## src/rtl/regfile_wr_arbiter.sv

```systemverilog
// Register-file write-port arbiter: round-robin between the LFSR loader (A) and
// the ALU writeback (B), with a clear engine that sweeps zeroes over every entry.
module regfile_wr_arbiter #(
  parameter int ADDR_W = 5,
  parameter int DATA_W = 8
) (
  input  logic              clk,
  input  logic              rst_n,
  input  logic              clr_req,
  input  logic              req_a,
  input  logic [ADDR_W-1:0] addr_a,
  input  logic [DATA_W-1:0] data_a,
  input  logic              req_b,
  input  logic [ADDR_W-1:0] addr_b,
  input  logic [DATA_W-1:0] data_b,
  output logic              gnt_a,
  output logic              gnt_b,
  output logic              we,
  output logic [ADDR_W-1:0] waddr,
  output logic [DATA_W-1:0] wdata,
  output logic              clr_busy,
  output logic              clr_done,
  output logic [7:0]        conflict_cnt
);

  typedef enum logic {
    S_CLEAR,
    S_ARB
  } state_t;

  state_t state_q, state_d;

  // One extra bit so the sweep can tell "all DEPTH entries written" apart from entry 0.
  logic [ADDR_W:0]   clr_ptr_q, clr_ptr_d;
  logic              last_b_q, last_b_d;

  logic              gnt_a_d, gnt_b_d, we_d;
  logic [ADDR_W-1:0] waddr_d;
  logic [DATA_W-1:0] wdata_d;
  logic              clr_busy_d, clr_done_d;
  logic [7:0]        cnt_d;

  logic              elig_a, elig_b, pick_a, pick_b;

  always_comb begin
    state_d    = state_q;
    clr_ptr_d  = clr_ptr_q;
    last_b_d   = last_b_q;
    gnt_a_d    = 1'b0;
    gnt_b_d    = 1'b0;
    we_d       = 1'b0;
    waddr_d    = waddr;
    wdata_d    = wdata;
    clr_busy_d = clr_busy;
    clr_done_d = 1'b0;
    cnt_d      = conflict_cnt;

    // A requester being granted this cycle is still holding req; skip it once.
    elig_a = req_a & ~gnt_a;
    elig_b = req_b & ~gnt_b;
    pick_a = elig_a & (~elig_b | last_b_q);
    pick_b = elig_b & ~pick_a;

    case (state_q)
      S_CLEAR: begin
        if (clr_ptr_q[ADDR_W]) begin
          state_d    = S_ARB;
          clr_busy_d = 1'b0;
          clr_done_d = 1'b1;
        end else begin
          we_d      = 1'b1;
          waddr_d   = clr_ptr_q[ADDR_W-1:0];
          wdata_d   = '0;
          clr_ptr_d = clr_ptr_q + {{ADDR_W{1'b0}}, 1'b1};
        end
      end

      S_ARB: begin
        if (clr_req) begin
          state_d    = S_CLEAR;
          clr_ptr_d  = '0;
          clr_busy_d = 1'b1;
          cnt_d      = '0;
        end else begin
          if (elig_a && elig_b && (conflict_cnt != 8'hFF))
            cnt_d = conflict_cnt + 8'd1;
          if (pick_a) begin
            gnt_a_d  = 1'b1;
            we_d     = 1'b1;
            waddr_d  = addr_a;
            wdata_d  = data_a;
            last_b_d = 1'b0;
          end else if (pick_b) begin
            gnt_b_d  = 1'b1;
            we_d     = 1'b1;
            waddr_d  = addr_b;
            wdata_d  = data_b;
            last_b_d = 1'b1;
          end
        end
      end

      default: state_d = S_CLEAR;
    endcase
  end

  always_ff @(posedge clk or negedge rst_n) begin
    if (!rst_n) begin
      state_q      <= S_CLEAR;
      clr_ptr_q    <= '0;
      last_b_q     <= 1'b1;
      gnt_a        <= 1'b0;
      gnt_b        <= 1'b0;
      we           <= 1'b0;
      waddr        <= '0;
      wdata        <= '0;
      clr_busy     <= 1'b1;
      clr_done     <= 1'b0;
      conflict_cnt <= '0;
    end else begin
      state_q      <= state_d;
      clr_ptr_q    <= clr_ptr_d;
      last_b_q     <= last_b_d;
      gnt_a        <= gnt_a_d;
      gnt_b        <= gnt_b_d;
      we           <= we_d;
      waddr        <= waddr_d;
      wdata        <= wdata_d;
      clr_busy     <= clr_busy_d;
      clr_done     <= clr_done_d;
      conflict_cnt <= cnt_d;
    end
  end

endmodule
```

## config.mk

```make
export PLATFORM = sky130hd
export DESIGN_NAME = regfile_wr_arbiter
export DESIGN_NICKNAME = d
export VERILOG_FILES = /design/src/rtl/regfile_wr_arbiter.sv
export SDC_FILE = /design/constraint.sdc
export NUM_CORES = 1
export LEC_CHECK = 0
export ABC_CLOCK_PERIOD_IN_PS = 1800
export CAP_MARGIN = 15
export CORE_MARGIN = 2
export CORE_UTILIZATION = 35
export DETAILED_ROUTE_END_ITERATION = 6
export SYNTH_ARGS = -nofsm -noshare
export SYNTH_HDL_FRONTEND = slang
export SYNTH_SLANG_ARGS = --single-unit
```

## constraint.sdc

```tcl
create_clock -name clk -period 1.8 [get_ports clk]
set_input_delay 0.36 -clock clk [delete_from_list [all_inputs] [get_ports clk]]
set_output_delay 0.36 -clock clk [all_outputs]
set_load 0.02 [all_outputs]
```

==> impl_metrics.py, run 1 <==
metrics = {
    "route": {
        "wire_per_inst_um": 14.4,
        "drc": 0,
        "first_pass_iters": 4,
        "postRouteAntennaNets": 0,
        "routed-via-count": 1597,
        "first_iter_violations": 77,
        "vias_per_cell": 5.27,
        "totalWireLength_um": 4360,
    },
    "cells_and_area": {
        "final_cell_mix": "clkdlybuf4s50_1, dfrtp_1, mux2i_1",
        "area_growth_pct": 45.1,
        "fin_area_sq_um": 2590,
        "nFillCells": 444,
        "drive_gt1_share_pct": 16.5,
        "nets": 268,
        "fin_util_pct": 53.8,
        "mostFrequentLayoutCell": "clkdlybuf4s50_1",
        "antennaDiodeCount": 0,
    },
    "critical_path": {
        "r2r-end": "conflict_cnt[6]",
        "cp_cell_sequence": "clkdlybuf4s50_1",
        "rr_worst_depth": 5,
        "arrival_ns": 1.37,
        "start_kind": "flip-flop",
        "crit_fanout": 7,
        "crit_required_ns": 1.44,
        "slowest_delay_ns": 0.64,
        "critPathSlowestCell": "clkdlybuf4s50_1",
        "critPathTopFamily": "buffers and inverters",
        "rr_startpoint": "conflict_cnt[0]",
        "r2r_slack_ns": 0.19,
        "cp-end-kind": "output port",
        "criticalPathCategory": "flip-flop to output port",
        "crit_buf_inv": 1,
    },
    "synth": {
        "syn_nets": 200,
        "ys_ff_latch": 34,
        "synth_compound_gate_area_share_pct": 20.7,
        "ys.flop_type": "dfrtp_1",
        "synth-simple-area-share_pct": 17.2,
        "netlist_area_sq_um": 1790,
        "ys.warnings.count": 0,
        "yosysUniqueCellTypes": 51,
        "synth_async_sr_flop_share_pct": 100,
        "synth_mux_area_share_pct": 7.92,
        "synth_fa_ha_area_share_pct": 1.40,
        "synth_top_family_by_area": "compound AO/OA/AOI/OAI gates",
        "synth_edf_count": 0,
        "syn_inst": 167,
        "synth_xor_area_share_pct": 0.981,
        "synth_seq_area_share_pct": 47.8,
        "syn_area_per_cell_sq_um": 10.7,
    },
    "status": {
        "status": "finished, final reports clean",
    },
    "sta": {
        "max_freq_mhz": 577,
        "hold_violations": 0,
        "worst_pin_slew_ns": 0.317,
        "relSlewSlack_pct": 78.9,
        "slew_viol_final": 0,
        "fin_skew_ns": 0.00693,
        "period_minus_slack_ns": 1.73,
        "setup_viol": 0,
        "rsz0062_at_grt": "no",
        "period_share_pct": 96.4,
    },
    "cts": {
        "htree_levels": 2,
        "cts.clk_slew.worst_paths_ns": 0.07,
        "cts_tree": "yes",
        "cts_buffers": 5,
        "cts_root_buf": "clkbuf_8",
        "ctsLongestPathBuffers": 2,
        "insertion_delay_ns": 0.28,
        "clock-sinks": 34,
    },
    "floorplan": {
        "io_pins": 57,
        "dieWidth_um": 75.4,
        "initial_core_util_pct": 37.1,
        "fp.dieH_um": 75.4,
        "core_sq_um": 4820,
        "dieArea_sq_um": 5690,
        "rows": 25,
    },
    "min_path": {
        "min_path_type": "primary input to async pin",
    },
    "place": {
        "gp_congestion": 0.842,
        "io_buffers": 56,
        "hpwlAfterDp_um": 3220,
        "dpl_cell_area_sq_um": 2490,
    },
    "global_routing": {
        "grt_max_degree": 35,
        "grt_pass1_wl_um": 7190,
        "overflow": 0,
        "grtUsageTotal_pct": 16.7,
        "grt_pass1_vias": 1606,
        "antenna_found_initial": 0,
    },
    "job": {
        "maxCapViolCount": 0,
    },
    "power_and_ir_drop": {
        "ir_drop_mv": 0.589,
        "powerDensity_nw_per_um2": 1400,
        "p_leak_nw": 1.12,
    },
}
state kept, by name (all words and copies together), names as in the netlist:
name and flops:
conflict_cnt 8, wdata 8, clr_ptr_q 6, waddr 5, clr_busy 1, clr_done 1
gnt_a 1, gnt_b 1, last_b_q 1, state_q 1, we 1
synth_stat cells (3+ instances only):
master    instances  share of area, %
a31oi_1           7               2.5
nand4_1           5               1.8
mux2i_1          13               7.3
and3_1            7               2.5
o211ai_1          3               1.3
buf_2             3              0.84
nand3_1          10               2.8
nand2_1           6               1.3
o21ai_0           8               2.2
o21ai_2           8               3.9
a21oi_1           5               1.4
inv_1             7               1.5
o22ai_1           4               1.4
dfrtp_1          32                45
nor2_1            8               1.7
worst max-delay path by stage:
stage	start	end	slack, ns	depth (start not counted)
3_5_place_dp	req_a	waddr[0]	-0.18	6
3_3_place_gp	req_a	waddr[2]	-0.10	6
6_report	conflict_cnt[5]	conflict_cnt[5]	0.07	1
5_1_grt	conflict_cnt[5]	conflict_cnt[5]	0.009	1
4_1_cts	clr_busy	clr_busy	0.007	1
2_1_floorplan	gnt_b	waddr[3]	0.20	4
logic make-up after synthesis:
| logic type | after synthesis |
|---|---|
| multiplexers | 14 |
| AND/OR/NAND/NOR | 50 |
| adder cells (fa/ha/maj) | 2 |
| flip-flops | 34 |
| AO/OA/AOI/OAI | 50 |
| buffers and inverters | 15 |
| XOR/XNOR | 2 |
where the power goes:
group | total [W] | switching [W] | internal (W)
Clock | 0.000569 | 0.000257 | 0.000312
Combinational | 0.00177 | 0.000937 | 0.000830
Sequential | 0.00129 | 0.000231 | 0.00106
cell type report:
type,instances,area (sq um),area share (%)
clock buffer,8,90.1,3.48
multi-input combinational,118,861,33.2
inverter,7,26.3,1.01
tap,67,83.8,3.24
timing repair buffer,69,676,26.1
sequential,34,853,32.9
through the flow:
step / total power [W] / cells / hold WS [ns] / setup slack, ns / TNS [ns]
after detailed placement: 0.00308 / 295 / 0.489 / -0.185 / -2.03
after floorplan: 0.00231 / 167 / 0.0644 / 0.197 / 0
after CTS: 0.00367 / 303 / 0.444 / 0.00655 / 0
after global routing: 0.00389 / 303 / 0.453 / 0.00875 / 0
final: 0.00362 / 303 / 0.446 / 0.0654 / 0
after global placement: 0.00304 / 295 / 0.487 / -0.101 / -1.15
layer usage:
metal | wire length (um) | global-route usage [%] | vias to the layer above
li1 | - | - | 760
met1 | 1870 | 19.8 | 775
met2 | 2190 | 28.2 | 54
met3 | 236 | 4.63 | 8
met4 | 64 | 7.41 | 0
met5 | 0 | 0 | -
timing repair:
item,in CTS,in global routing
gates resized for setup,0,2
buffers inserted,0,0
hold buffers,0,0
setup endpoints to repair,0,2
(Power assumes the default switching activity.)
==> run 2: changes to the inputs <==
Settings changed: ABC_CLOCK_PERIOD_IN_PS 1800 to 1500, PLACE_DENSITY from default to 0.66.
Clock period 1.8 ns to 1.5 ns, I/O delays scaled along.
==> impl_metrics.py, run 2 (synthesis results as in run 1) <==
metrics = {
    "critical_path": {
        "cp-end-kind": "flip-flop",
        "r2r_slack_ns": 0.05,
        "rr_startpoint": "gnt_a",
        "critPathSlowestCell": "dfrtp_2",
        "cp_cell_sequence": "nor2b_4 -> a21boi_4 -> mux2_4 -> o221a_1",
        "criticalPathCategory": "flip-flop to flip-flop",
        "startpoint": "gnt_a",
        "start_kind": "flip-flop",
        "crit_required_ns": 1.67,
        "arrival_ns": 1.62,
        "crit_fanout": 4,
        "slowest_delay_ns": 0.44,
    },
    "sta": {
        "slew_viol_final": 0,
        "setup_viol": 0,
        "fin_skew_ns": 0.00575,
        "hold_violations": 0,
        "period_share_pct": 96.7,
        "worst_pin_slew_ns": 0.373,
        "period_minus_slack_ns": 1.45,
        "layout_setup_ws_ns": 0.0491,
        "max_freq_mhz": 689,
        "relSlewSlack_pct": 75.1,
    },
    "floorplan": {
        "initial_core_util_pct": 37.1,
        "dieArea_sq_um": 5690,
        "io_pins": 57,
        "core_sq_um": 4820,
        "rows": 25,
        "dieWidth_um": 75.4,
        "fp.dieH_um": 75.4,
    },
    "global_routing": {
        "grt_max_degree": 35,
        "overflow": 0,
        "antenna_found_initial": 0,
        "grt_pass1_wl_um": 7620,
        "grtUsageTotal_pct": 17.9,
        "met2_usage_pct": 29.6,
        "use_met3_pct": 4.89,
        "use_met1_pct": 22.2,
        "grt_pass1_vias": 1660,
        "top_usage_layer": "met2",
    },
    "cells_and_area": {
        "antennaDiodeCount": 0,
        "fin_area_sq_um": 2670,
        "final_cell_mix": "clkdlybuf4s50_1, dfrtp_1, dlygate4sd2_1",
        "nets": 276,
        "drive_gt1_share_pct": 23.8,
        "mostFrequentLayoutCell": "clkdlybuf4s50_1",
        "area_growth_pct": 49.4,
        "largestRegisters": "conflict_cnt (8), wdata (8), clr_ptr_q (6)",
        "nFillCells": 451,
    },
    "place": {
        "hpwlAfterDp_um": 3290,
        "io_buffers": 56,
        "dpl_cell_area_sq_um": 2580,
        "dp_slack_ns": -0.347,
        "gp_congestion": 0.863,
    },
    "min_path": {
        "min_path_type": "primary input to async pin",
    },
    "cts": {
        "ctsLongestPathBuffers": 2,
        "cts.clk_slew.worst_paths_ns": 0.08,
        "clock-sinks": 34,
        "hold_buffers": 0,
        "insertion_delay_ns": 0.28,
        "cts_root_buf": "clkbuf_8",
        "cts_buffers": 5,
        "cts_tree": "yes",
        "htree_levels": 2,
    },
    "route": {
        "routed-via-count": 1594,
        "drc": 0,
        "vias_per_cell": 5.13,
        "first_iter_violations": 110,
        "wire_per_inst_um": 14.5,
        "postRouteAntennaNets": 0,
        "totalWireLength_um": 4510,
        "first_pass_iters": 4,
    },
    "power_and_ir_drop": {
        "powerDensity_nw_per_um2": 1660,
        "ir_drop_mv": 0.732,
        "p_leak_nw": 1.24,
    },
    "job": {
        "maxCapViolCount": 0,
    },
    "status": {
        "status": "finished, final reports clean",
    },
}
run 2: per-stage QoR:
stage          util (%)  TNS, ns  cells  hold WS [ns]  power (W)
4_1_cts            54.9        0    311         0.388    0.00443
2_1_floorplan         -  -0.0199    167       0.00441    0.00279
3_5_place_dp       53.5    -5.94    303         0.492    0.00388
6_report           55.4        0    311         0.387    0.00442
5_1_grt            55.4  -0.0395    311         0.404    0.00474
3_3_place_gp       53.5    -5.38    303         0.483    0.00383
run 2: final cells by class:
cell class / instances / area [sq um] / area share, %
flip-flops and latches: 34 / 860 / 32.2
repair buffers: 77 / 718 / 26.9
well taps: 67 / 83.8 / 3.14
inverters: 7 / 26.3 / 0.985
clock inverters: 2 / 12.5 / 0.469
multi-input cells: 118 / 885 / 33.2
clock buffers: 6 / 82.6 / 3.10
run 2: what timing repair did:
item / 4_1_cts / 5_1_grt
setup endpoints to repair: 34 / 13
pin swaps: 2 / 3
buffers inserted: 0 / 0
gates resized for setup: 28 / 9
run 2: worst paths after layout:
kind                            cells after the start  endpoint
worst min-delay path                                2  wdata[2]
max in group asynchronous                           2  clr_busy
worst max-delay path                                4  waddr[3]
worst min register to register                      2  waddr[4]
min in group clk                                    2  waddr[4]
worst max register to register                      4  waddr[3]
run 2: power by group:
part | internal (W) | leakage [nW] | total [W] | switching [W]
Combinational | 0.000974 | 0.761 | 0.00218 | 0.00121
Clock | 0.000369 | 0.0472 | 0.000718 | 0.000349
Sequential | 0.00128 | 0.435 | 0.00152 | 0.000242
Total | 0.00262 | 1.24 | 0.00442 | 0.00180
run 2: metal layers:
layer | share of wire [%] | vias up
li1 | - | 778
met1 | 45 | 774
met2 | 50 | 36
met3 | 3.1 | 6
met4 | 1.8 | 0
met5 | 0 | -
run 2: critical path, delay by kind of cell (launching register included):
family          cells  cell delay [ns]
mux                 1             0.32
compound gates      2             0.46
simple gates        1             0.12
flops               1             0.44
==> run 3: changes to the inputs <==
Settings changed: SKIP_LAST_GASP from default to 1, TNS_END_PERCENT from default to 5.
==> impl_metrics.py, run 3 (synthesis results as in run 1) <==
metrics = {
    "status": {
        "status": "complete, but fails checks",
        "violations": "negative setup slack",
    },
    "cts": {
        "cts_buffers": 5,
        "cts_root_buf": "clkbuf_8",
        "hold_buffers": 0,
        "cts.clk_slew.worst_paths_ns": 0.07,
        "cts_tree": "yes",
        "insertion_delay_ns": 0.29,
        "clock-sinks": 34,
        "htree_levels": 2,
        "ctsLongestPathBuffers": 2,
    },
    "critical_path": {
        "start_kind": "flip-flop",
        "cp_num_cells": 2,
        "criticalPathCategory": "flip-flop to output port",
        "startpoint": "conflict_cnt[0]",
        "rr_startpoint": "conflict_cnt[0]",
        "slowest_delay_ns": 0.59,
        "crit_fanout": 3,
        "rr_worst_depth": 5,
        "critPathTopFamily": "buffers and inverters",
        "critPathSlowestCell": "clkdlybuf4s50_1",
        "crit_buf_inv": 2,
        "crit_required_ns": 1.20,
        "r2r-end": "conflict_cnt[6]",
        "r2r_slack_ns": 0,
        "cp-end-kind": "output port",
        "cp_cell_sequence": "buf_4 -> clkdlybuf4s50_1",
        "crit_end": "conflict_cnt[0]",
        "arrival_ns": 1.38,
    },
    "cells_and_area": {
        "largestRegisters": "conflict_cnt (8), wdata (8), clr_ptr_q (6)",
        "nFillCells": 450,
        "seqCellArea_sq_um": 857,
        "drive_gt1_share_pct": 20.2,
        "multi_input_area_sq_um": 865,
        "antennaDiodeCount": 0,
        "area_growth_pct": 48.6,
        "final_cell_mix": "clkdlybuf4s50_1, dfrtp_1, buf_4",
        "nets": 274,
        "fin_area_sq_um": 2650,
        "mostFrequentLayoutCell": "clkdlybuf4s50_1",
        "finalNonFillerCells": 309,
    },
    "place": {
        "io_buffers": 56,
        "dpl_cell_area_sq_um": 2560,
        "dp_cells": 301,
        "dp_slack_ns": -0.337,
        "hpwlAfterDp_um": 3210,
        "gp_congestion": 0.888,
    },
    "floorplan": {
        "core_sq_um": 4820,
        "io_pins": 57,
        "initial_core_util_pct": 37.1,
        "rows": 25,
        "dieWidth_um": 75.4,
        "dieArea_sq_um": 5690,
        "fp.dieH_um": 75.4,
    },
    "global_routing": {
        "grt_pass1_wl_um": 7510,
        "antenna_found_initial": 0,
        "grt_pass1_vias": 1588,
        "grtUsageTotal_pct": 17.6,
        "overflow": 0,
        "grt_max_degree": 35,
    },
    "sta": {
        "layout_setup_ws_ns": -0.180,
        "relSlewSlack_pct": 76.4,
        "max_freq_mhz": 595,
        "fin_skew_ns": 0.0117,
        "period_share_pct": 112,
        "hold_violations": 0,
        "slew_viol_final": 0,
        "worst_pin_slew_ns": 0.354,
        "setup_viol": 32,
        "hold_slack_ns": 0.370,
        "period_minus_slack_ns": 1.68,
        "rsz0062_at_grt": "yes",
    },
    "power_and_ir_drop": {
        "powerDensity_nw_per_um2": 1690,
        "p_leak_nw": 1.17,
        "ir_drop_mv": 0.793,
        "finalPower_w": 0.00449,
    },
    "route": {
        "first_pass_iters": 4,
        "totalWireLength_um": 4390,
        "first_iter_violations": 100,
        "wire_per_inst_um": 14.2,
        "postRouteAntennaNets": 0,
        "routed-via-count": 1559,
        "vias_per_cell": 5.05,
        "drc": 0,
    },
    "job": {
        "maxCapViolCount": 0,
    },
    "min_path": {
        "min_path_type": "primary input to async pin",
    },
}
-- run 3: cell types whose count changed in the layout (fill, tap and decap cells not counted), sizes merged --
cell | previous run | this run
clkdlybuf4s50 | 28 | 53
dlygate4sd2 | 25 | 1
buf | 21 | 19
clkbuf | 6 | 8
clkdlybuf4s15 | 2 | 0
clkinv | 1 | 0
clkinvlp | 1 | 0
dlymetal6s2s | 1 | 2
-- run 3: final cells by class --
class	instances	share of cell area (%)
sequential	34	32.3
multi-input combinational	118	32.6
inverter	7	0.990
timing repair buffer	75	27.6
clock buffer	8	3.39
tap	67	3.16
-- run 3: worst min path at each step --
stage	end	slack (ns)	cells after the start
4_1_cts	wdata[3]	0.38	2
2_1_floorplan	clr_done	0.004	0
5_1_grt	wdata[6]	0.40	2
3_3_place_gp	waddr[0]	0.48	2
3_5_place_dp	wdata[2]	0.49	2
6_report	wdata[6]	0.37	2
-- run 3: report_power, final --
group	switching (W)	internal, W	total (W)
Sequential	0.000265	0.00127	0.00154
Clock	0.000332	0.000374	0.000706
Combinational	0.00116	0.00109	0.00224
-- run 3: routing by layer --
layer / global-route usage (%) / up-vias / part of all wire, %
li1: - / 775 / -
met1: 22.9 / 742 / 46
met2: 27.7 / 36 / 49
met3: 4.89 / 6 / 3.9
met4: 7.21 / 0 / 1.5
met5: 0 / - / 0
-- run 3: what timing repair did --
| action | CTS | global route |
|---|---|---|
| gates resized for setup | 1 | 2 |
| buffers inserted | 0 | 0 |
| cloned | 0 | 0 |
| setup endpoints to repair | 37 | 44 |
| hold endpoints to repair | 0 | 0 |
-- run 3: stage by stage --
| stage | setup TNS [ns] | util [%] |
|---|---|---|
| floorplan | -0.0229 | - |
| global placement | -5.30 | 53.1 |
| detailed placement | -5.91 | 53.1 |
| CTS | -2.59 | 55.0 |
| global route | -4.03 | 55.1 |
| finish | -1.97 | 55.1 |
